--- config.mk ---
export PLATFORM = sky130hd
export DESIGN_NAME = ula_arbitro
export DESIGN_NICKNAME = d
export VERILOG_FILES = /design/src/rtl/ula_arbitro.sv
export SDC_FILE = /design/constraint.sdc
export NUM_CORES = 1
export LEC_CHECK = 0
export CAP_MARGIN = 20
export CELL_PAD_IN_SITES_DETAIL_PLACEMENT = 1
export CELL_PAD_IN_SITES_GLOBAL_PLACEMENT = 2
export CORE_UTILIZATION = 27
export CTS_BUF_LIST = sky130_fd_sc_hd__clkbuf_2
export DETAILED_ROUTE_END_ITERATION = 7
export PLACE_DENSITY_LB_ADDON = 0.08
export SETUP_SLACK_MARGIN = 0.1
export SYNTH_ARGS = -nofsm -noshare
export SYNTH_HDL_FRONTEND = slang
export SYNTH_SLANG_ARGS = --single-unit
--- constraint.sdc ---
create_clock -name clk -period 1.95 [get_ports clk]
set_clock_uncertainty 0.15 [all_clocks]
set_input_delay 0.2925 -clock clk [delete_from_list [all_inputs] [get_ports clk]]
set_output_delay 0.2925 -clock clk [all_outputs]
set_load 0.05 [all_outputs]
--- src/rtl/ula_arbitro.sv ---
// ula_arbitro: shares one combinational ALU between two requesters.
// Each accepted operation takes three cycles: accept, execute, respond.
// On a tie the requester that was not served last wins.
module ula_arbitro #(
  parameter int CONT_W = 8
) (
  input  logic              clk,
  input  logic              rst,
  input  logic              req0,
  input  logic              req1,
  input  logic [3:0]        op0,
  input  logic [3:0]        op1,
  input  logic [1:0]        a0,
  input  logic [1:0]        b0,
  input  logic [1:0]        a1,
  input  logic [1:0]        b1,
  output logic              gnt0,
  output logic              gnt1,
  output logic              valido0,
  output logic              valido1,
  output logic [1:0]        resultado,
  output logic [3:0]        ula_sel,
  output logic [1:0]        ula_a,
  output logic [1:0]        ula_b,
  input  logic [1:0]        ula_saida,
  output logic              ocupado,
  output logic [CONT_W-1:0] cont0,
  output logic [CONT_W-1:0] cont1
);

  typedef enum logic [1:0] {
    OCIOSO   = 2'd0,
    EXECUTA  = 2'd1,
    RESPONDE = 2'd2
  } estado_t;

  localparam logic [CONT_W-1:0] CONT_MAX = '1;
  localparam logic [CONT_W-1:0] CONT_UM  = CONT_W'(1);

  estado_t           estado_q, estado_d;
  logic              ultimo_q, ultimo_d;
  logic              servido_q, servido_d;
  logic [3:0]        op_q, op_d;
  logic [1:0]        a_q, a_d;
  logic [1:0]        b_q, b_d;
  logic              gnt0_q, gnt0_d;
  logic              gnt1_q, gnt1_d;
  logic              valido0_q, valido0_d;
  logic              valido1_q, valido1_d;
  logic [1:0]        resultado_q, resultado_d;
  logic [CONT_W-1:0] cont0_q, cont0_d;
  logic [CONT_W-1:0] cont1_q, cont1_d;
  logic              vencedor;

  // Next-state logic: arbitration, operand capture, result capture and counters
  always_comb begin
    estado_d    = estado_q;
    ultimo_d    = ultimo_q;
    servido_d   = servido_q;
    op_d        = op_q;
    a_d         = a_q;
    b_d         = b_q;
    gnt0_d      = 1'b0;
    gnt1_d      = 1'b0;
    valido0_d   = 1'b0;
    valido1_d   = 1'b0;
    resultado_d = resultado_q;
    cont0_d     = cont0_q;
    cont1_d     = cont1_q;
    // Single request wins outright; on a tie the one not served last wins.
    vencedor    = (req0 && req1) ? ~ultimo_q : req1;

    case (estado_q)
      OCIOSO: begin
        if (req0 || req1) begin
          estado_d  = EXECUTA;
          ultimo_d  = vencedor;
          servido_d = vencedor;
          op_d      = vencedor ? op1 : op0;
          a_d       = vencedor ? a1 : a0;
          b_d       = vencedor ? b1 : b0;
          gnt0_d    = ~vencedor;
          gnt1_d    = vencedor;
        end
      end
      EXECUTA: begin
        estado_d    = RESPONDE;
        resultado_d = ula_saida;
        valido0_d   = ~servido_q;
        valido1_d   = servido_q;
        if (!servido_q && cont0_q != CONT_MAX) cont0_d = cont0_q + CONT_UM;
        if (servido_q && cont1_q != CONT_MAX)  cont1_d = cont1_q + CONT_UM;
      end
      RESPONDE: begin
        estado_d = OCIOSO;
      end
      default: begin
        estado_d = OCIOSO;
      end
    endcase
  end

  // State register; reset aborts any in-flight operation
  always_ff @(posedge clk) begin
    if (rst) begin
      estado_q    <= OCIOSO;
      ultimo_q    <= 1'b1;
      servido_q   <= 1'b0;
      op_q        <= 4'd0;
      a_q         <= 2'd0;
      b_q         <= 2'd0;
      gnt0_q      <= 1'b0;
      gnt1_q      <= 1'b0;
      valido0_q   <= 1'b0;
      valido1_q   <= 1'b0;
      resultado_q <= 2'd0;
      cont0_q     <= '0;
      cont1_q     <= '0;
    end else begin
      estado_q    <= estado_d;
      ultimo_q    <= ultimo_d;
      servido_q   <= servido_d;
      op_q        <= op_d;
      a_q         <= a_d;
      b_q         <= b_d;
      gnt0_q      <= gnt0_d;
      gnt1_q      <= gnt1_d;
      valido0_q   <= valido0_d;
      valido1_q   <= valido1_d;
      resultado_q <= resultado_d;
      cont0_q     <= cont0_d;
      cont1_q     <= cont1_d;
    end
  end

  assign gnt0      = gnt0_q;
  assign gnt1      = gnt1_q;
  assign valido0   = valido0_q;
  assign valido1   = valido1_q;
  assign resultado = resultado_q;
  assign ula_sel   = op_q;
  assign ula_a     = a_q;
  assign ula_b     = b_q;
  assign ocupado   = (estado_q != OCIOSO);
  assign cont0     = cont0_q;
  assign cont1     = cont1_q;

endmodule

Yosys cells after proc, flatten, opt, wreduce, memory -nomap -nowiden --
Index checks and enable logic that the tools add are counted.
Storage, ports and cells: flip-flop bits (word level) 34, output and inout bits 31, logic and storage cells 43
Operators by class: add/subtract/negate cells 2, equal/unequal tests 4, mux-type cells 6, bitwise gates (word level) 6, reductions and logical operators 12
Operators by type and width (number):
- 8-bit by 1-bit adder with 8-bit output, second input constant | 2
- 8-bit inequality test, second input constant | 2
- 2-bit 2-to-1 mux | 3
- 1-bit inverter | 6
- 2-bit AND reduction | 3
- 4-bit 2-to-1 mux | 1
- 2-bit case mux with 2 select lines | 1
- 1-bit logical AND | 3
- 3-bit OR reduction | 1
- 2-bit by 1-bit == test with 1-bit output, second input constant | 1
- 2-bit logical NOT | 1
- 2-bit inequality test, second input constant | 1
- 2-bit nonzero test | 1
- 2-bit OR reduction | 1
- 1-bit logical NOT | 1
- 1-bit logical OR | 1
- 1-bit 2-to-1 mux | 1

Depth between registers and ports, before layout --
Gate-level depths: netlist of run 1.
depth after elaboration 3, mapped depth 5, mapped depth without buffers 5

Worst setup path after synthesis of run 1 --
Ideal clock, no wire load.
path kind reg-to-reg, start reg cont0_q[0] (netlist: cont0[0]), end reg cont0_q[1] (netlist: cont0[1]), library setup time 128 ps, arrival time 1690 ps, data required time 1672 ps, path slack -17 ps, stages on the path, launching flop included 6, path buffers 0, clock period less this slack 1967 ps, cell sequence dfxtp_1 -> ha_1 -> nand3_1 -> o21ai_0 -> mux2i_1 -> nor2_1
Between the ends: longest elaborated chain between the ends 3
Ends and longest elaborated chain:
- start: declaration | RTL line 51 | logic [CONT_W-1:0] cont0_q, cont0_d;
- start signal: assignment | RTL line 131 | cont0_q <= cont0_d;
- branches (longest 3 deep; another with 8-bit by 1-bit adder with 8-bit output)
Several ways; the timed one is not identified. A chain may end at the register's enable or synchronous reset.

Final worst setup path of run 1 --
start reg cont1_q[1] (netlist: cont1[1]), end out cont1[1]
RTL lines:
- start: declaration | RTL line 52 | logic [CONT_W-1:0] cont1_q, cont1_d;
- start signal: assignment | RTL line 132 | cont1_q <= cont1_d;
- end: declaration | RTL line 28 | output logic [CONT_W-1:0] cont1
No word-level cell between the ends.

==> results of run 1 <==
==> flip-flops by register name, indices dropped and copies added, names as in the netlist <==
name,flops
cont1,8
estado_q,2
cont0,8
resultado,2
gnt1,1
valido1,1
ula_b,2
ula_a,2
ultimo_q,1
valido0,1
ula_sel,4
gnt0,1
servido_q,1
==> repair_timing <==
item | CTS | global route
setup endpoints to repair | 15 | 3
resized for setup | 15 | 4
gates cloned | 0 | 0
pin swaps | 0 | 1
==> placed cells by master (no fill, tap or decap), drive strengths merged, types with 2 or more instances in the layout <==
master	n
a211oi	9
a21oi	7
a311oi	2
a31oi	2
and3	2
and4	2
buf	22
clkbuf	6
clkdlybuf4s50	21
clkinv	2
dfxtp	34
dlygate4sd2	15
ha	2
inv	5
mux2i	13
nand2	5
nand3	6
nand4	2
nor2	26
nor2b	2
nor3	7
nor4	2
o21a	2
o21ai	5
xor2	3
==> routing by layer <==
metal	global-route usage	vias up
met2	0.2523	42
met3	0.03353	9
met1	0.1662	639
met5	0	-
li1	-	695
met4	0.07500	0
==> cells in the mapped netlist (3+ instances only) <==
library cell	count
dfxtp_1	34
nor2_1	26
mux2i_1	13
a211oi_1	9
a21oi_1	7
nor3_1	7
inv_1	5
nand2_1	5
nand3_1	5
o21ai_0	5
clkbuf_1	3
xor2_1	3
==> report_power, final <==
| group | switching (uW) | internal [uW] |
|---|---|---|
| sequential | 26.8 | 734 |
| clock | 231 | 88.2 |
| combinational | 212 | 127 |
| total | 470 | 950 |
==> worst reg2reg max path: stages (launching register included) <==
cell and delay (ns):
dfxtp_2 0.39, and4bb_4 0.36, nand3_4 0.11, or4_1 0.51, a21oi_1 0.15
==> through the flow <==
step / power, uW / setup slack (ns)
after global routing: 1504 / 0.1238
after CTS: 1447 / 0.1180
after global placement: 1125 / 0.2033
after detailed placement: 1136 / 0.1081
after floorplan: 993.6 / 0.1588
final: 1419 / 0.2006
==> area by class of cell <==
class | count | share of cell area
Multi-Input combinational cell | 114 | 0.3596
Inverter | 5 | 0.008961
Timing Repair Buffer | 58 | 0.2419
Tap cell | 70 | 0.04182
Clock buffer | 6 | 0.01434
Clock inverter | 2 | 0.004182
Sequential cell | 34 | 0.3292
==> cells by family (layout without fill, tap and decap cells) <==
kind of cell,count (synthesis),after routing
mux,13,13
buf+inv,12,71
xor+xnor,3,3
fa+ha+maj,2,2
flops,34,34
compound gates,33,33
simple gates,63,63
==> worst max path at each step <==
stage | from | end | cells after the start
detailed placement | req1 | ula_sel[3] | 5
floorplan | cont0[3] | cont0[1] | 4
CTS | estado_q[1] | ocupado | 3
global placement | req1 | ula_a[0] | 5
finish | cont1[1] | cont1[1] | 1
global route | ula_sel[3] | ula_sel[3] | 1
==> results.yml, run 1 <==
outcome:
  status: "finished, final reports clean"
yosys:
  synth.area.top_cells: "dfxtp_1 (46%), mux2i_1 (8.7%), nor2_1 (6.5%), a211oi_1 (4.5%), a21oi_1 (2.3%)"
  syn_nets: 184
  ys_seq_area_frac: 0.4556
  synth_top_family_by_area: "simple AND/OR/NAND/NOR gates"
  synth_top_area_share: 0.4556
  syn-cell-area_sq_um: 1494
  yosys.area.top_type: "dfxtp_1"
  synth_simple_gate_area_frac: 0.2328
  yosysWarnings: 0
  ys_seq_elements: 34
  synthMuxAreaShare: 0.08710
  synthCells: 160
  synth-compound-area-share: 0.1482
  postSynthAreaPerCell_sq_um: 9.337
  synth_edf_count: 0
  synthArstFlopShare: 0
  synth_xor_xnor_area_share: 0.01759
  synth_fa_ha_area_frac: 0.01675
  yosysUniqueCellTypes: 42
  synthFlopType: "dfxtp_1"
critical_path:
  r2r_start: "estado_q[1]"
  worstSetupStartpointType: "flip-flop"
  reg2reg_to: "cont0[5]"
  critPathMaxFanout: 5
  critPathRequiredTime_ns: 1.51
  cpPeakStageDelay_ns: 0.54
  r2r_cells: 4
  crit_buf_inv: 1
  arrival_ns: 1.31
  critical_path.top_delay_family: "buffers and inverters"
  crit_chain: "dlygate4sd2_1"
  worstSetupEndpointType: "output port"
  path_class: "flip-flop to output port"
  rrSetupSlack_ns: 0.22
  slowest_stage: "dlygate4sd2_1"
route:
  drcViolationCount: 0
  viasPerCell: 4.792
  drt-met1-wl_mm: 1.735
  drt-initial-drc-count: 21
  ant_nets: 0
  postRouteWirelength_mm: 3.940
  dr_wl_met3_um: 186
  wl_met2_mm: 1.931
  routedWlPerCell_um: 13.63
  dr.pass1.iters: 4
  vias: 1385
  highest_layer: "met4"
sta:
  setup_tns_ns: 0
  finalSetupViolCount: 0
  final_max_slew_viol_count: 0
  fmax_mhz: 571.6
  period_needed_ns: 1.749
  hold_viol_final: 0
  rsz0062_at_grt: "false"
  slew_headroom: 0.6650
  worst_pin_slew_ns: 0.5045
  worst_hold_slack_ns: 0.3640
  post-route-period-util: 0.8971
global_routing:
  grt_pass1_wl_mm: 6.762
  grt_use_total: 0.1456
  antenna_found_initial: 0
  grt-ovfl-total: 0
  grt_pass1_vias: 1478
  grt_max_degree: 23
cells_and_area:
  seqCellArea_sq_um: 689.4
  num-fill-cells: 629
  fin_area_sq_um: 2095
  num_antenna_cells: 0
  nNetsFinal: 242
  fin_cells: 289
  drive_gt1_frac: 0.2055
  area_growth_syn_to_layout_pct: 40.20
  utilization: 0.4024
  multiInputGateArea_sq_um: 753.2
placed_design:
  gp_congestion: 0.7417
  port_buffers: 52
  dpl_cell_area_sq_um: 2069
  place_inst: 281
  dp_hpwl_mm: 3.017
clock_network:
  clk_pin_slew_ns: 0.18
  numCtsBuffers: 5
  postCtsSetupBuffers: 0
  cts_max_level: 2
  cts_tree: "built"
  cts.sinks: 34
  clk_latency_ns: 0.37
  cts-root-buf: "clkbuf_2"
  clk_path_buf_depth: 2
  holdBufCountCts: 0
pwr:
  power-per-cell-area_nw_per_um2: 677.7
  p_leak_uw: 0.0008919
  irDropWorstVdd_mv: 0.3274
floorplanning:
  die_h_um: 76.39
  ios: 53
  die_w_um: 76.39
  start_util: 0.2870
  coreArea_sq_um: 5205
  rows: 26
  dieArea_sq_um: 5835
hold_path:
  hold_class: "input pin to flip-flop"
  whs_endpoint: "resultado[0]"
  hold_depth: 3
  min_from: "ula_saida[0]"
run:
  maxCapViolations: 0
Power figures use the tool's default switching activity.
==> run 2: changes to the inputs <==
Settings changed: CTS_BUF_LIST sky130_fd_sc_hd__clkbuf_2 to sky130_fd_sc_hd__clkbuf_4 sky130_fd_sc_hd__clkbuf_8, GPL_ROUTABILITY_DRIVEN from default to 0, REMOVE_ABC_BUFFERS from default to 1.
==> run 2 against run 1 <==
  * Register-to-register slack got worse by 0.03 ns
  * Sequential share of layout area fell by 1.5 points
  * Clock-buffer cell count did not move
  * Clock power rose by 110%
  * First-iteration DRC count rose by 95%
  * Flip-flop and latch count did not move
  * Worst hold slack got worse by 0.011 ns
  * Wire length rose by 5.1%
  * Via count rose by 0.94%
  * Critical endpoint is now cont0[5]
  * Largest power group unchanged
==> results.yml, run 2 (synthesis results as in run 1) <==
outcome:
  status: "finished, final reports clean"
global_routing:
  grt_use_total: 0.1490
  antenna_found_initial: 0
  grt_pass1_wl_mm: 6.844
  grt_max_degree: 17
  grt_pass1_vias: 1429
  grt-ovfl-total: 0
floorplanning:
  ios: 53
  coreArea_sq_um: 5205
  start_util: 0.2870
  die_w_um: 76.39
  die_h_um: 76.39
  dieArea_sq_um: 5835
  rows: 26
clock_network:
  cts_max_level: 2
  clk_pin_slew_ns: 0.08
  postCtsSetupBuffers: 0
  cts.sinks: 34
  clk_path_buf_depth: 2
  numCtsBuffers: 5
  cts_tree: "built"
  cts-root-buf: "clkbuf_8"
  clk_latency_ns: 0.29
  holdBufCountCts: 0
cells_and_area:
  num_antenna_cells: 0
  fin_area_sq_um: 2167
  nNetsFinal: 243
  seqCellArea_sq_um: 680.7
  drive_gt1_frac: 0.1864
  num-fill-cells: 608
  final_common_cell: "dfxtp_1"
  fin_cells: 290
  final_cell_mix: "dfxtp_1 (34), nor2_1 (26), buf_4 (25), clkdlybuf4s50_1 (21), mux2i_1 (13)"
  area_growth_syn_to_layout_pct: 45.06
  multiInputGateArea_sq_um: 750.7
route:
  dr.pass1.iters: 4
  highest_layer: "met4"
  ant_nets: 0
  postRouteWirelength_mm: 4.141
  drcViolationCount: 0
  wl_met2_mm: 2.047
  drt-initial-drc-count: 41
  routedWlPerCell_um: 14.28
  vias: 1398
  dr_wl_met3_um: 217
  viasPerCell: 4.821
  drt-met1-wl_mm: 1.822
sta:
  finalSetupViolCount: 0
  rsz0062_at_grt: "false"
  final_max_slew_viol_count: 0
  fmax_mhz: 568.3
  hold_viol_final: 0
  period_needed_ns: 1.759
  post-route-period-util: 0.9023
  slew_headroom: 0.6507
  worst_pin_slew_ns: 0.5261
pwr:
  irDropWorstVdd_mv: 0.3891
  power-per-cell-area_nw_per_um2: 817.2
  p_leak_uw: 0.0009261
critical_path:
  r2r_start: "estado_q[1]"
  critPathRequiredTime_ns: 2.03
  arrival_ns: 1.84
  path_class: "flip-flop to flip-flop"
  worstSetupStartpointType: "flip-flop"
  critPathMaxFanout: 6
  worstSetupEndpointType: "flip-flop"
  startpoint: "estado_q[1]"
placed_design:
  dpl_cell_area_sq_um: 2066
  port_buffers: 52
  place_inst: 282
  dp_hpwl_mm: 3.107
hold_path:
  hold_class: "flip-flop to flip-flop"
  min_from: "resultado[1]"
run:
  maxCapViolations: 0
==> run 2: changes by cell type in the layout (fill, tap and decap cells not counted), sizes merged <==
cell          change
clkinv            -2
buf               +3
bufinv            +1
dlygate4sd2       -3
dlymetal6s2s      +1
clkinvlp          +1
==> run 2: area by class of cell <==
cell class / instances / share of cell area
timing repair buffer: 59 / 0.2379
sequential: 34 / 0.3141
tap: 70 / 0.04042
clock inverter: 2 / 0.01732
clock buffer: 6 / 0.03522
inverter: 5 / 0.008661
multi-input combinational: 114 / 0.3464
==> run 2: metal layers <==
layer | vias up | GRT usage
met2 | 33 | 0.2613
li1 | 699 | -
met4 | 0 | 0.05192
met1 | 661 | 0.1688
met5 | - | 0
met3 | 5 | 0.04790
==> run 2: power by group <==
| group | internal [uW] | switching (uW) | leakage (uW) |
|---|---|---|---|
| Clock | 395 | 273 | 0.0000548 |
| Combinational | 129 | 215 | 0.000594 |
| Sequential | 732 | 26.4 | 0.000278 |
==> run 2: worst paths after layout <==
check	depth (start not counted)	slack (ns)	endpoint
setup reg to reg	4	0.19	cont0[5]
setup / recovery	4	0.19	cont0[5]
hold reg to reg	2	0.35	resultado[1]
hold / removal	2	0.35	resultado[1]
==> run 2: worst max-delay path: stages (launching register included) <==
cell,delay (ns)
dfxtp_1,0.35
and4bb_4,0.40
nand3_4,0.11
or4_1,0.51
a21oi_1,0.16
==> run 2: per-stage QoR <==
step,hold WS [ns],setup TNS (ns),worst slack [ns],utilization,total power (uW)
2_1_floorplan,0.2116,-0.2236,-0.02634,-,977.2
3_3_place_gp,0.3281,0,0.2082,0.3969,1126
3_5_place_dp,0.3508,0,0.07216,0.3969,1138
4_1_cts,0.3632,0,0.1070,0.4159,1794
5_1_grt,0.3825,0,0.1219,0.4163,1856
6_report,0.3532,0,0.1905,0.4163,1771
==> run 2: what timing repair did <==
action                                  in CTS  in global routing
gates resized for setup                     12                  2
endpoints found under the setup margin      12                  3
hold endpoints to repair                     0                  0
==> run 3: changes to the inputs <==
Settings changed: CORE_MARGIN from default to 2, GPL_ROUTABILITY_DRIVEN 0 to 1.
==> run 3 against run 2 <==
  * First-iteration DRC count down 7.3%
  * Sequential share of layout area down 0.45 points
  * Combinational power rose by 1%
  * Non-clock buffer count rose by 1
  * Clock power up 17%
  * Worst hold slack lost 0.0031 ns
  * Register-to-register slack gained 0.02 ns
  * Final area grew 1.4%
  * Highest routed layer unchanged
  * Core utilization fell by 1.2 points
  * Die area increased by 5.3%
  * Final cell count is 1.0% higher
  * Critical path depth is the same
==> results.yml, run 3 (synthesis results as in run 1) <==
cells_and_area:
  num-fill-cells: 637
  drive_gt1_frac: 0.1855
  area_growth_syn_to_layout_pct: 47.15
  final_cell_mix: "dfxtp_1 (34), nor2_1 (26), buf_4 (25), clkdlybuf4s50_1 (21), dlygate4sd2_1 (14)"
  seqCellArea_sq_um: 680.7
  final_common_cell: "dfxtp_1"
  utilization: 0.4042
  num_antenna_cells: 0
  nNetsFinal: 244
  fin_cells: 293
  multiInputGateArea_sq_um: 750.7
floorplanning:
  dieArea_sq_um: 6144
  ios: 53
  rows: 27
  coreArea_sq_um: 5439
  die_w_um: 78.39
  start_util: 0.2747
  die_h_um: 78.39
sta:
  finalSetupViolCount: 0
  post-route-period-util: 0.8916
  rsz0062_at_grt: "true"
  period_needed_ns: 1.739
  worst_pin_slew_ns: 0.5023
  hold_viol_final: 0
  slew_headroom: 0.6665
  setup_tns_ns: 0
  final_max_slew_viol_count: 0
  fmax_mhz: 575.1
critical_path:
  critPathMaxFanout: 6
  reg2reg_to: "cont0[5]"
  path_class: "flip-flop to flip-flop"
  cpPeakStageDelay_ns: 0.51
  crit_buf_inv: 0
  slowest_stage: "or4_1"
  r2r_cells: 4
  r2r_start: "estado_q[1]"
  worstSetupStartpointType: "flip-flop"
  crit_chain: "and4bb_4 > nand3_4 > or4_1 > a21oi_1"
  critical_path.top_delay_family: "simple AND/OR/NAND/NOR gates"
  critPathRequiredTime_ns: 2.01
  rrSetupSlack_ns: 0.21
  arrival_ns: 1.80
  worstSetupEndpointType: "flip-flop"
route:
  routedWlPerCell_um: 13.93
  drt-initial-drc-count: 38
  postRouteWirelength_mm: 4.081
  vias: 1412
  dr.pass1.iters: 4
  viasPerCell: 4.819
  ant_nets: 0
  drcViolationCount: 0
hold_path:
  min_from: "resultado[1]"
  hold_depth: 2
  whs_endpoint: "resultado[1]"
  hold_class: "flip-flop to flip-flop"
clock_network:
  numCtsBuffers: 5
  clk_latency_ns: 0.29
  cts_max_level: 2
  clk_path_buf_depth: 2
  cts_tree: "built"
  postCtsSetupBuffers: 0
  holdBufCountCts: 0
  cts-root-buf: "clkbuf_8"
  cts.sinks: 34
  clk_pin_slew_ns: 0.08
global_routing:
  grt_use_total: 0.1475
  grt_max_degree: 17
  grt-ovfl-total: 0
  antenna_found_initial: 0
  grt_pass1_wl_mm: 7.058
  grt_pass1_vias: 1522
placed_design:
  dp_hpwl_mm: 3.106
  port_buffers: 52
  gp_congestion: 0.7633
  place_inst: 285
pwr:
  power-per-cell-area_nw_per_um2: 857.7
  p_leak_uw: 0.0009335
  irDropWorstVdd_mv: 0.3465
  power_uw: 1885
run:
  maxCapViolations: 0
outcome:
  status: "finished, final reports clean"
[run 3: cell types whose count changed in the layout (fill, tap and decap cells not counted)]
cell            before  now
o21ai_0              4    3
dlygate4sd2_1       12   14
dlymetal6s2s_1       1    0
o21ai_1              1    2
clkbuf_4             1    0
clkinv_4             0    1
bufinv_16            1    2
clkinvlp_4           1    0
[run 3: report_power, final]
part	internal, uW	switching (uW)
logic	131	217
clock network	512	270
registers	732	22.9
total	1380	510
[run 3: repair_timing]
| item | in CTS | in global routing |
|---|---|---|
| endpoints found under the hold margin | 0 | 0 |
| gates resized for setup | 14 | 2 |
| setup endpoints to repair | 14 | 4 |
[run 3: worst max-delay path by stage]
stage                           start  cells past startpoint  slack (ns)    endpoint
final                     estado_q[1]                      4        0.21    cont0[5]
after floorplan                  req1                      3       -0.03    ula_a[0]
after CTS                    cont1[0]                      5        0.13    cont1[1]
after global placement           req1                      5        0.19    ula_a[1]
after detailed placement         req1                      5        0.10  ula_sel[2]
after global routing         cont0[1]                      5        0.09    cont0[1]
[run 3: worst min-delay path, delay by kind of cell, from the launching register on]
family / cells / cell delay, ns
flops: 1 / 0.33
mux: 1 / 0.07
simple gates: 1 / 0.07
[run 3: layout make-up]
cell class,count,area share
inverter,5,0.008537
clock buffer,5,0.03130
sequential,34,0.3096
timing repair buffer,60,0.2368
clock inverter,3,0.03130
multi-input combinational,114,0.3415
tap,72,0.04098
[run 3: routing by layer]
layer,vias to the layer above,track usage,wire [um]
met1,673,0.1631,1737
met4,0,0.05263,56
met5,-,0,0
met2,37,0.2629,2070
li1,698,-,-
met3,4,0.04943,217
[run 3: metrics by stage]
step / worst slack (ns) / area (sq um) / hold WS, ns
floorplan: -0.02634 / 1450 / 0.2116
global placement: 0.1938 / 2078 / 0.3320
detailed placement: 0.1041 / 2078 / 0.3418
CTS: 0.1258 / 2198 / 0.3598
global route: 0.08994 / 2198 / 0.3991
finish: 0.2113 / 2198 / 0.3501
